--- src/rtl/framebuffer_scanout.sv ---
// Raster-order framebuffer reader emitting RGB565 pixels on valid/ready with coordinates and line/frame markers.
// Start to first pixel takes 2 cycles; a 2-entry skid FIFO hides the read latency so ready may drop on any cycle.
module framebuffer_scanout #(
  parameter int DISPLAY_WIDTH         = 100,
  parameter int DISPLAY_HEIGHT        = 100,
  parameter int FRAMEBUFFER_DATA_BITS = 16,
  parameter int FRAMEBUFFER_SIZE      = DISPLAY_WIDTH * DISPLAY_HEIGHT,
  parameter int FRAMEBUFFER_ADDR_BITS = $clog2(FRAMEBUFFER_SIZE),
  parameter int X_BITS                = $clog2(DISPLAY_WIDTH),
  parameter int Y_BITS                = (DISPLAY_HEIGHT > 1) ? $clog2(DISPLAY_HEIGHT) : 1
) (
  input  logic                             clk,
  input  logic                             rst,
  input  logic                             start,
  output logic                             busy,
  output logic                             fb_rd_en,
  output logic [FRAMEBUFFER_ADDR_BITS-1:0] fb_rd_addr,
  input  logic [FRAMEBUFFER_DATA_BITS-1:0] fb_rd_data,
  output logic                             pixel_valid,
  input  logic                             pixel_ready,
  output logic [FRAMEBUFFER_DATA_BITS-1:0] pixel_data,
  output logic [X_BITS-1:0]                pixel_x,
  output logic [Y_BITS-1:0]                pixel_y,
  output logic                             pixel_sof,
  output logic                             pixel_eol,
  output logic                             pixel_eof,
  output logic                             frame_done
);

  localparam logic [FRAMEBUFFER_ADDR_BITS-1:0] LAST_ADDR = FRAMEBUFFER_ADDR_BITS'(FRAMEBUFFER_SIZE - 1);
  localparam logic [X_BITS-1:0]                X_LAST    = X_BITS'(DISPLAY_WIDTH - 1);
  localparam logic [Y_BITS-1:0]                Y_LAST    = Y_BITS'(DISPLAY_HEIGHT - 1);

  typedef enum logic [1:0] {IDLE, RUN, DRAIN} state_t;

  state_t                             state_q, state_d;
  logic [FRAMEBUFFER_ADDR_BITS-1:0]   rd_addr_q;
  logic                               inflight_q;
  logic [FRAMEBUFFER_DATA_BITS-1:0]   mem_q [2];
  logic                               wr_ptr_q, rd_ptr_q;
  logic [1:0]                         count_q;
  logic [X_BITS-1:0]                  x_q;
  logic [Y_BITS-1:0]                  y_q;
  logic                               frame_done_q;
  logic                               accept, issue, xfer, last_pix;

  assign pixel_valid = (count_q != 2'd0);
  assign xfer        = pixel_valid & pixel_ready;
  assign last_pix    = (x_q == X_LAST) && (y_q == Y_LAST);

  // A slot freed by this cycle's transfer can be reused immediately, which keeps ready=1 bubble-free.
  always_comb begin
    state_d = state_q;
    issue   = 1'b0;
    accept  = 1'b0;
    case (state_q)
      IDLE: begin
        if (start) begin
          accept  = 1'b1;
          state_d = RUN;
        end
      end
      RUN: begin
        issue = ({1'b0, count_q} + {2'b00, inflight_q}) < (3'd2 + {2'b00, xfer});
        if (issue && (rd_addr_q == LAST_ADDR)) state_d = DRAIN;
      end
      DRAIN: begin
        if (xfer && last_pix) state_d = IDLE;
      end
      default: state_d = IDLE;
    endcase
  end

  always_ff @(posedge clk or negedge rst) begin
    if (!rst) begin
      state_q      <= IDLE;
      rd_addr_q    <= '0;
      inflight_q   <= 1'b0;
      mem_q[0]     <= '0;
      mem_q[1]     <= '0;
      wr_ptr_q     <= 1'b0;
      rd_ptr_q     <= 1'b0;
      count_q      <= 2'd0;
      x_q          <= '0;
      y_q          <= '0;
      frame_done_q <= 1'b0;
    end else begin
      state_q    <= state_d;
      inflight_q <= issue;
      if (accept) rd_addr_q <= '0;
      else if (issue && (rd_addr_q != LAST_ADDR)) rd_addr_q <= rd_addr_q + FRAMEBUFFER_ADDR_BITS'(1);
      if (inflight_q) begin
        mem_q[wr_ptr_q] <= fb_rd_data;
        wr_ptr_q        <= ~wr_ptr_q;
      end
      if (xfer) rd_ptr_q <= ~rd_ptr_q;
      count_q <= count_q + {1'b0, inflight_q} - {1'b0, xfer};
      if (accept) begin
        x_q <= '0;
        y_q <= '0;
      end else if (xfer) begin
        if (x_q == X_LAST) begin
          x_q <= '0;
          y_q <= (y_q == Y_LAST) ? '0 : y_q + Y_BITS'(1);
        end else begin
          x_q <= x_q + X_BITS'(1);
        end
      end
      frame_done_q <= (state_q == DRAIN) && xfer && last_pix;
    end
  end

  assign busy       = (state_q != IDLE);
  assign fb_rd_en   = issue;
  assign fb_rd_addr = rd_addr_q;
  assign pixel_data = pixel_valid ? mem_q[rd_ptr_q] : '0;
  assign pixel_x    = x_q;
  assign pixel_y    = y_q;
  assign pixel_sof  = pixel_valid && (x_q == '0) && (y_q == '0);
  assign pixel_eol  = pixel_valid && (x_q == X_LAST);
  assign pixel_eof  = pixel_valid && last_pix;
  assign frame_done = frame_done_q;

endmodule
--- config.mk ---
export PLATFORM = sky130hd
export DESIGN_NAME = framebuffer_scanout
export DESIGN_NICKNAME = d
export VERILOG_FILES = /design/src/rtl/framebuffer_scanout.sv
export SDC_FILE = /design/constraint.sdc
export NUM_CORES = 1
export LEC_CHECK = 0
export ABC_AREA = 1
export ABC_CLOCK_PERIOD_IN_PS = 2800
export BUFFER_PORTS_ARGS = -buffer_cell sky130_fd_sc_hd__buf_2
export CAP_MARGIN = 15
export CORE_MARGIN = 3
export CORE_UTILIZATION = 30
export CTS_BUF_LIST = sky130_fd_sc_hd__clkbuf_8
export DETAILED_ROUTE_END_ITERATION = 7
export GPL_TIMING_DRIVEN = 0
export SYNTH_ARGS = -nofsm -noshare
export SYNTH_HDL_FRONTEND = slang
export SYNTH_SLANG_ARGS = --single-unit
--- constraint.sdc ---
create_clock -name clk -period 2.8 [get_ports clk]
set_input_delay 0.28 -clock clk [delete_from_list [all_inputs] [get_ports clk]]
set_output_delay 0.28 -clock clk [all_outputs]
set_load 0.05 [all_outputs]
==> impl_metrics.toml, run 1 <==
[cells_and_area]
ff_latch_area_um2 = 1700
fin_nets = 593
area_growth_pct = 19.8
post-route-util = 0.372
antenna_cells = 0
fillerInstances = 1294
drive_above_1_share = 0.230
multi_input_area_um2 = 1740

[power]
peakVddDrop_v = 0.000363
p_leak_uw = 0.00235
p_per_area_nw_per_um2 = 1210

[sta]
fin_crit_sh = 0.803
slew_violations = 0
finalSetupTns_ps = 0
worst_slew_pin_slew_ps = 891
setup_viol = 0
max_freq_mhz = 445
fin_crit_ps = 2250
rsz0062_at_grt = "no"
clock-skew-final_ps = 9.83
hold_violations = 0
max-slew-margin-rel = 0.406

[synth]
ys_seq_elements = 68
synthMuxAreaShare = 0
synth_cell_type_count = 30
yosys_warnings = 0
synth-simple-area-share = 0.314
syn_area_um2 = 3770
syn_area_per_cell_um2 = 7.81
synth-xor-area-share = 0.0279
synthesis.instances = 483
synth-adder-area-share = 0.0299
synth_compound_area_frac = 0.0889
synth_top_family_by_area = "simple AND/OR/NAND/NOR gates"
ys_seq_area_frac = 0.451
syn_nets = 512

[global_route]
grt_pass1_wl_um = 16100
track_usage = 0.140
grt_pass1_vias = 3279
antenna_found_initial = 0
overflow = 0
grt_max_degree = 69

[flow_run]
maxCapViolations = 0

[die]
die_x_um = 118
die_area_um2 = 14000
start_util = 0.310
die_y_um = 118
rows = 40
pin_count = 71
coreArea_um2 = 12200

[setup_path]
crit_chain = "buf_2 > clkbuf_1 > nand2_1 > a21oi_1 > buf_2"
crit_family = "buffers and inverters"
startpoint = "rd_ptr_q"
cp_slowest_cell = "clkbuf_1"
critical_path_arrival_ps = 1970
r2r_start = "fb_rd_addr[0]"
critPathCaptureType = "primary output"
crit_fanout = 10
path_buf_inv = 3
critical_path_class = "reg -> out"
crit_top_cell = "buf_2"
crit_path_start_kind = "flip-flop"
max_stage_delay_ps = 470
worstPathRequired_ps = 2520

[clock_network]
ctsLongestPathBuffers = 2
clk_latency_ps = 360
cts_tree = "done"
clock_sinks = 68
clk_pin_slew_ps = 90
ctsHoldBuffers = 0
postCtsSetupBuffers = 0
cts_root_buf = "clkbuf_8"
cts.htree.levels = 3
cts-resized-gates = 0
cts_buffers = 9

[drt]
drt-initial-drc-count = 239
dr.pass1.iters = 6
via_per_inst = 4.62
ant_nets = 0
wl_per_cell_um = 13.0
drc_errors = 0
wl_um = 9560
via_count = 3404

[status]
run_status = "finished clean"

[place]
io_buffers = 70
place_hpwl_um = 6930
gp_congestion = 0.834

[min_path]
worstHoldPathType = "in -> async"
==> cells in the mapped netlist <==
cell type,n,share of area
nand2_1,136,0.14
clkbuf_1,9,0.0090
o21ai_0,41,0.054
nor3_1,3,0.0040
o22ai_1,1,0.0017
nor2_1,29,0.029
dfrtp_1,68,0.45
buf_2,5,0.0066
or2_2,1,0.0017
nand2_2,4,0.0066
buf_8,1,0.0040
nor2_4,5,0.015
inv_2,6,0.0060
buf_4,2,0.0040
o21ai_1,4,0.0053
nand3b_1,1,0.0020
a21oi_2,1,0.0023
nor3b_1,1,0.0020
ha_1,9,0.030
xor2_1,11,0.026
a21oi_1,19,0.025
buf_6,1,0.0030
inv_1,56,0.056
xnor2_1,1,0.0023
nand2_4,1,0.0030
nand3_1,40,0.053
nand3_4,1,0.0046
nor2_2,2,0.0033
nand4_1,9,0.015
nand3_2,15,0.040
==> area by class of cell <==
type | instances | area share
flip-flops and latches | 68 | 0.376
clock buffers | 10 | 0.0304
inverters | 62 | 0.0515
repair buffers | 70 | 0.0781
well taps | 168 | 0.0465
multi-input cells | 335 | 0.384
plain buffers | 18 | 0.0221
clock inverters | 6 | 0.0105
==> path summary, 6_finish.rpt <==
check | to | slack [ps] | cells after the start
worst max register to register | fb_rd_addr[6] | 1050 | 9
worst min-delay path | mem_q[25] | 30 | 1
min in group clk | mem_q[29] | 190 | 3
worst min register to register | mem_q[28] | 490 | 2
max in group asynchronous | fb_rd_addr[1] | 2180 | 1
worst max-delay path | pixel_data[12] | 550 | 5
==> sequential cells by signal (all words and copies together) (netlist names) <==
register	cells
fb_rd_addr	14
state_q	2
rd_ptr_q	1
inflight_q	1
pixel_x	7
wr_ptr_q	1
pixel_y	7
frame_done	1
count_q	2
mem_q	32
==> per-layer routing <==
metal | global-route usage | up-vias | routed length, µm
met2 | 0.222 | 101 | 4370
met1 | 0.189 | 1583 | 4430
met4 | 0.0513 | 0 | 163
li1 | - | 1706 | -
met3 | 0.0311 | 14 | 592
met5 | 0 | - | 0
==> where the power goes <==
| part | switching [µW] | internal [µW] | leakage [µW] |
|---|---|---|---|
| registers | 287 | 1350 | 0.000864 |
| logic | 2250 | 806 | 0.00141 |
| clock network | 425 | 351 | 0.0000815 |
==> cell families (layout without fill, tap and decap cells) <==
group	after synthesis	in the layout
simple gates	248	248
buf+inv	80	166
flops	68	68
compound gates	66	66
xor+xnor	12	12
fa+ha+maj	9	9
==> metrics by stage <==
stage | total power, µW | worst slack [ps] | hold WS [ps] | area, µm² | cells
2_1_floorplan | 3950 | 150 | -15.6 | 3770 | 483
3_3_place_gp | 4670 | 945 | 467 | 4330 | 721
3_5_place_dp | 4740 | 958 | 468 | 4340 | 721
4_1_cts | 5530 | 548 | 72.6 | 4520 | 737
5_1_grt | 5880 | 393 | 105 | 4520 | 737
6_report | 5480 | 553 | 28.1 | 4520 | 737
==> placed cells by master, fill, tap and decap left out, drive strengths merged, types with 3 or more instances in the layout <==
cell type | netlist | final
ha | 9 | 9
dfrtp | 68 | 68
nand3 | 56 | 56
a21oi | 20 | 20
buf | 9 | 79
inv | 62 | 64
o21ai | 45 | 45
nor2 | 36 | 36
nor3 | 3 | 3
xor2 | 11 | 11
clkinvlp | 0 | 4
clkbuf | 9 | 19
nand4 | 9 | 9
nand2 | 141 | 141
==> worst reg2reg max path: stages (launching register included) <==
cell	delay (ps)
dfrtp_1	430
ha_1	340
nand2_2	110
nor2_4	140
nand3_2	110
nor2_4	170
nor2_4	80
buf_8	160
nand3_2	60
nand2_1	50
No activity file was read; power rests on OpenSTA's default activity.
==> inputs of run 2 (changes only) <==
ABC_AREA = 0   (was 1)
ABC_CLOCK_PERIOD_IN_PS = 1900   (was 2800)
clock period = 1.9 ns   (was 2.8 ns; I/O delays follow)
==> run 2 against run 1 <==
Against the previous run:
- the flow now finishes with violations (setup timing)
- utilization increased by 5.8 points
- critical path type unchanged
- sequential power rose by 13%
- worst hold slack gained 63 ps
- largest cell class unchanged
==> impl_metrics.toml, run 2 <==
[status]
run_status = "finished, violations left"
violations = "setup timing"

[power]
power_switching_uw = 2330
peakVddDrop_v = 0.000823
seqPwrFrac = 0.346
p_leak_uw = 0.00203
swShare = 0.434
combPwrFrac = 0.412
power.internal_uw = 3030
clock_power_share = 0.242
p_per_area_nw_per_um2 = 1140

[synth]
synth_edf_count = 0
synth_common_cells = "dfrtp_1, nor2_1, mux2_2, mux2i_1, nand3_1"
syn_area_um2 = 3380
synth_top_area_frac = 0.504
async_flop_share = 1.00
syn_area_per_cell_um2 = 10.8
synthesis.instances = 314
synth_cell_type_count = 43
ys_seq_elements = 68
yosysTopAreaCell = "dfrtp_1"
yosysMostFrequentCell = "dfrtp_1"
ys.flop_type = "dfrtp_1"
yosys_warnings = 0
ys_seq_area_frac = 0.504
synth_area_leaders = "dfrtp_1, mux2_2, mux2i_1, nor2_1, ha_1"
syn_nets = 343

[cells_and_area]
fillerInstances = 1070
drive_above_1_share = 0.520
area_growth_pct = 39.0
final_cell_mix = "buf_2, dfrtp_1, mux2_2, nor2_1, buf_4"
regMostFlops = "mem_q"
final_common_cell = "buf_2"
multi_input_area_um2 = 1850
largest_reg_flops = 32
antenna_cells = 0
fin_nets = 449
post-route-util = 0.430
ff_latch_area_um2 = 1730

[die]
die_x_um = 112
die_area_um2 = 12600
coreArea_um2 = 10900
rows = 38
start_util = 0.309
die_y_um = 112
pin_count = 71

[setup_path]
path_buf_inv = 1
critical_path_arrival_ps = 1870
worstPathRequired_ps = 1710
r2r_start = "fb_rd_addr[11]"
cp_slowest_cell = "or4_4"
critPathCaptureType = "primary output"
rrSetupSlack_ps = -150
critical_path_class = "reg -> out"
max_stage_delay_ps = 440
crit_chain = "or3_4 > or4_4 > nor2_4 > buf_8"
crit_fanout = 4
crit_path_start_kind = "flip-flop"
rr_endpoint = "fb_rd_addr[12]"
crit_family = "simple AND/OR/NAND/NOR gates"
r2r_cells = 6

[flow_run]
maxCapViolations = 0

[min_path]
min_path_cells = 2
hold_start = "fb_rd_data[11]"
holdPathEnd = "mem_q[11]"
worstHoldPathType = "in -> reg"

[place]
io_buffers = 70
place_hpwl_um = 5600
gp_congestion = 0.798

[global_route]
grt_pass1_wl_um = 13600
overflow = 0
antenna_found_initial = 0
track_usage = 0.134
grt_pass1_vias = 2705
grt_max_degree = 69

[clock_network]
clk_pin_slew_ps = 80
cts_tree = "done"
ctsLongestPathBuffers = 2
cts_root_buf = "clkbuf_8"
cts_buffers = 9
clock_sinks = 68
clk_latency_ps = 350
cts.htree.levels = 3

[sta]
slew_violations = 0
clock-skew-final_ps = 11.8
max_freq_mhz = 485
timing.hold.ws_ps = 91.3
finalSetupTns_ps = -1600
hold_violations = 0
fin_crit_ps = 2060
max-slew-margin-rel = 0.412
fin_crit_sh = 1.08
rsz0062_at_grt = "yes"
worst_slew_pin_slew_ps = 882
setup_viol = 17
setup_slack_ps = -160

[drt]
drt-initial-drc-count = 102
via_count = 2797
dr.pass1.iters = 4
via_per_inst = 4.95
drc_errors = 0
ant_nets = 0
wl_per_cell_um = 15.3
wl_um = 8640
## run 2: cell count changes after synthesis, moves of 12 or more
cell,before,now
inv_1,56,11
mux2_2,0,32
nand3_1,40,16
nand2_1,136,12
mux2i_1,0,18
o21ai_0,41,7
nand3_2,15,0
nor2_1,29,41
## run 2: what timing repair did
item / 4_1_cts / 5_1_grt
hold buffers: 1 / 0
cloned: 1 / 0
pin swaps: 14 / 13
resized for setup: 34 / 41
endpoints found under the setup margin: 51 / 47
endpoints found under the hold margin: 15 / 0
buffers inserted: 8 / 19
## run 2: logic make-up (layout without fill, tap and decap cells)
family,count (synthesis),in the layout,synth area share
AND/OR/NAND/NOR,112,113,0.170
flip-flops,68,68,0.504
multiplexers,50,50,0.160
AO/OA/AOI/OAI,38,38,0.0704
buffers and inverters,25,135,0.0315
XOR/XNOR,12,12,0.0311
adder cells (fa/ha/maj),9,9,0.0333
## run 2: power by group through the flow
| stage | Clock (µW) | Combinational, µW | Sequential, µW |
|---|---|---|---|
| floorplan | 0 | 1420 | 1970 |
| detailed placement | 0 | 2110 | 1780 |
| global placement | 0 | 2100 | 1770 |
| CTS | 1350 | 2080 | 1850 |
| global route | 1430 | 2360 | 1890 |
| finish | 1300 | 2210 | 1860 |
## run 2: final cells by class
| cell class | instances | share of cell area |
|---|---|---|
| Clock inverter | 7 | 0.0197 |
| Sequential cell | 68 | 0.368 |
| Timing Repair Buffer | 98 | 0.129 |
| Multi-Input combinational cell | 222 | 0.394 |
| Inverter | 12 | 0.00986 |
| Clock buffer | 9 | 0.0264 |
| Tap cell | 140 | 0.0373 |
| Buffer | 9 | 0.0155 |
## run 2: worst max path at each step
stage	startpoint	to	slack, ps	cells past startpoint
after floorplan	fb_rd_addr[12]	fb_rd_addr[1]	-240	6
after global placement	count_q[0]	pixel_data[14]	-380	5
after detailed placement	count_q[1]	pixel_data[6]	-360	5
after CTS	pixel_x[4]	pixel_sof	-180	4
after global routing	pixel_x[4]	pixel_sof	-220	4
final	pixel_x[4]	pixel_sof	-160	4
## run 2: layer usage
| metal | share of wire | vias up | wire, µm | global-route usage |
|---|---|---|---|---|
| met5 | 0 | - | 0 | 0 |
| met4 | 0.015 | 0 | 132 | 0.0473 |
| met3 | 0.040 | 14 | 342 | 0.0334 |
| met2 | 0.49 | 72 | 4220 | 0.216 |
| met1 | 0.46 | 1375 | 3940 | 0.175 |
| li1 | - | 1336 | - | - |
## run 2: stage by stage
| stage | total power (µW) | setup slack, ps | cell area, µm² | std cells |
|---|---|---|---|---|
| 2_1_floorplan | 3390 | -244 | 3490 | 314 |
| 3_3_place_gp | 3870 | -379 | 4010 | 524 |
| 3_5_place_dp | 3890 | -358 | 4020 | 524 |
| 4_1_cts | 5270 | -177 | 4380 | 546 |
| 5_1_grt | 5670 | -225 | 4700 | 565 |
| 6_report | 5360 | -160 | 4700 | 565 |
==> inputs of run 3 (changes only) <==
CORE_ASPECT_RATIO = 1.2   (was unset)
==> run 3 against run 2 <==
Against the previous run:
- the run ends with hold timing, setup timing left
- clock power up 10%
- sequential power down 4%
- sequential share of layout area down 0.51 points
- sequential cell count unchanged
- critical path type is now reg -> reg
- first-iteration DRC count up 11%
==> impl_metrics.toml, run 3 (synthesis results as in run 2) <==
[place]
io_buffers = 70
place_area_um2 = 4000
place_hpwl_um = 5620
gp_congestion = 0.823

[die]
pin_count = 71
rows = 41
die_area_um2 = 12600
die_y_um = 122
die_x_um = 103
coreArea_um2 = 10800
start_util = 0.314

[sta]
rsz0062_at_grt = "yes"
hold_violations = 61
worst_slew_pin_slew_ps = 862
max_freq_mhz = 484
setup_slack_ps = -167
fin_crit_sh = 1.09
clock-skew-final_ps = 14.2
fin_crit_ps = 2070
setup_viol = 19
slew_violations = 0
timing.hold.ws_ps = -37.3
max-slew-margin-rel = 0.425

[status]
violations = "hold timing, setup timing"
run_status = "finished, violations left"

[min_path]
worstHoldPathType = "in -> async"

[global_route]
track_usage = 0.136
grt_pass1_wl_um = 13500
antenna_found_initial = 0
grt_pass1_vias = 2675
grt_max_degree = 69
overflow = 0

[drt]
ant_nets = 0
via_count = 2797
dr.pass1.iters = 4
wl_um = 8410
drc_errors = 0
wl_per_cell_um = 15.0
via_per_inst = 5.00
drt-initial-drc-count = 113

[clock_network]
ctsLongestPathBuffers = 2
clock_sinks = 68
clk_latency_ps = 340
cts_buffers = 9
ctsHoldBuffers = 0
clk_pin_slew_ps = 80
cts_tree = "done"
cts_root_buf = "clkbuf_8"
cts.htree.levels = 3

[cells_and_area]
regMostFlops = "mem_q"
final_common_cell = "buf_2"
largest_reg_flops = 32
drive_above_1_share = 0.523
final_cell_mix = "buf_2, dfrtp_1, mux2_2, buf_4, nor2_1"
post-route-util = 0.441
fin_nets = 454
area_growth_pct = 40.6
final_area_um2 = 4750
antenna_cells = 0

[setup_path]
critical_path_arrival_ps = 2280
crit_cells = 6
crit_path_start_kind = "flip-flop"
crit_chain = "or4bb_1 > or4_4 > nand3_4 > buf_4 > buf_6 > o41ai_2"
max_stage_delay_ps = 600
path_buf_inv = 2
crit_family = "simple AND/OR/NAND/NOR gates"
critPathCaptureType = "flip-flop"
critical_path_class = "reg -> reg"
cp_slowest_cell = "or4_4"
crit_fanout = 5
worstPathRequired_ps = 2120
r2r_cells = 6

[flow_run]
maxCapViolations = 0

[power]
finalPower_uw = 5660
p_per_area_nw_per_um2 = 1190
power.internal_uw = 3280
power_switching_uw = 2370
seqPwrFrac = 0.314
combPwrFrac = 0.433
clock_power_share = 0.252
p_leak_uw = 0.00210
peakVddDrop_v = 0.000516
swShare = 0.420
run 3: cell count changes in the layout (fill, tap and decap cells not counted), sizes merged:
| cell | change |
|---|---|
| buf | +5 |
| clkinv | +2 |
| inv | -2 |
| bufinv | +1 |
| clkbuf | +1 |
| clkinvlp | -1 |
| dlygate4sd3 | -1 |
run 3: cell type report:
class | instances | area (µm²)
buffer | 9 | 78.8
clock buffer | 9 | 124
clock inverter | 7 | 116
fill | 1027 | 6020
inverter | 12 | 46.3
multi-input combinational | 222 | 1850
sequential | 68 | 1730
tap | 129 | 161
timing repair buffer | 103 | 652
run 3: worst paths after layout:
check / from / end / slack (ps)
setup reg to reg: fb_rd_addr[12] / fb_rd_addr[5] / -170
hold / removal: rst / mem_q[0] / -40
hold reg to reg: wr_ptr_q / wr_ptr_q / 490
setup / recovery: fb_rd_addr[12] / fb_rd_addr[5] / -170
max in group asynchronous: rst / fb_rd_addr[8] / 1310
min in group clk: fb_rd_data[12] / mem_q[12] / 100
run 3: metal layers:
layer | routed length [µm] | track usage | part of all wire | up-vias
li1 | - | - | - | 1343
met1 | 3870 | 0.181 | 0.46 | 1361
met2 | 4050 | 0.224 | 0.48 | 79
met3 | 350 | 0.0250 | 0.042 | 14
met4 | 139 | 0.0429 | 0.017 | 0
met5 | 0 | 0 | 0 | -
run 3: repair_timing:
item / 4_1_cts / 5_1_grt
resized for setup: 53 / 22
pin swaps: 22 / 11
endpoints found under the setup margin: 50 / 27
setup buffers: 18 / 15
cloned: 1 / 0
run 3: power by group through the flow:
stage               clock network, µW  logic [µW]  registers, µW
global route                     1530        2620           1800
floorplan                           0        1420           1970
CTS                              1460        2330           1780
finish                           1430        2450           1780
detailed placement                  0        2120           1780
global placement                    0        2100           1770
run 3: metrics by stage:
stage / std cells / setup WS (ps) / setup TNS [ps]
detailed placement: 513 / -370 / -7590
floorplan: 314 / -244 / -1820
finish: 559 / -167 / -1330
global placement: 513 / -378 / -6990
CTS: 545 / -166 / -1410
global route: 559 / -210 / -3920
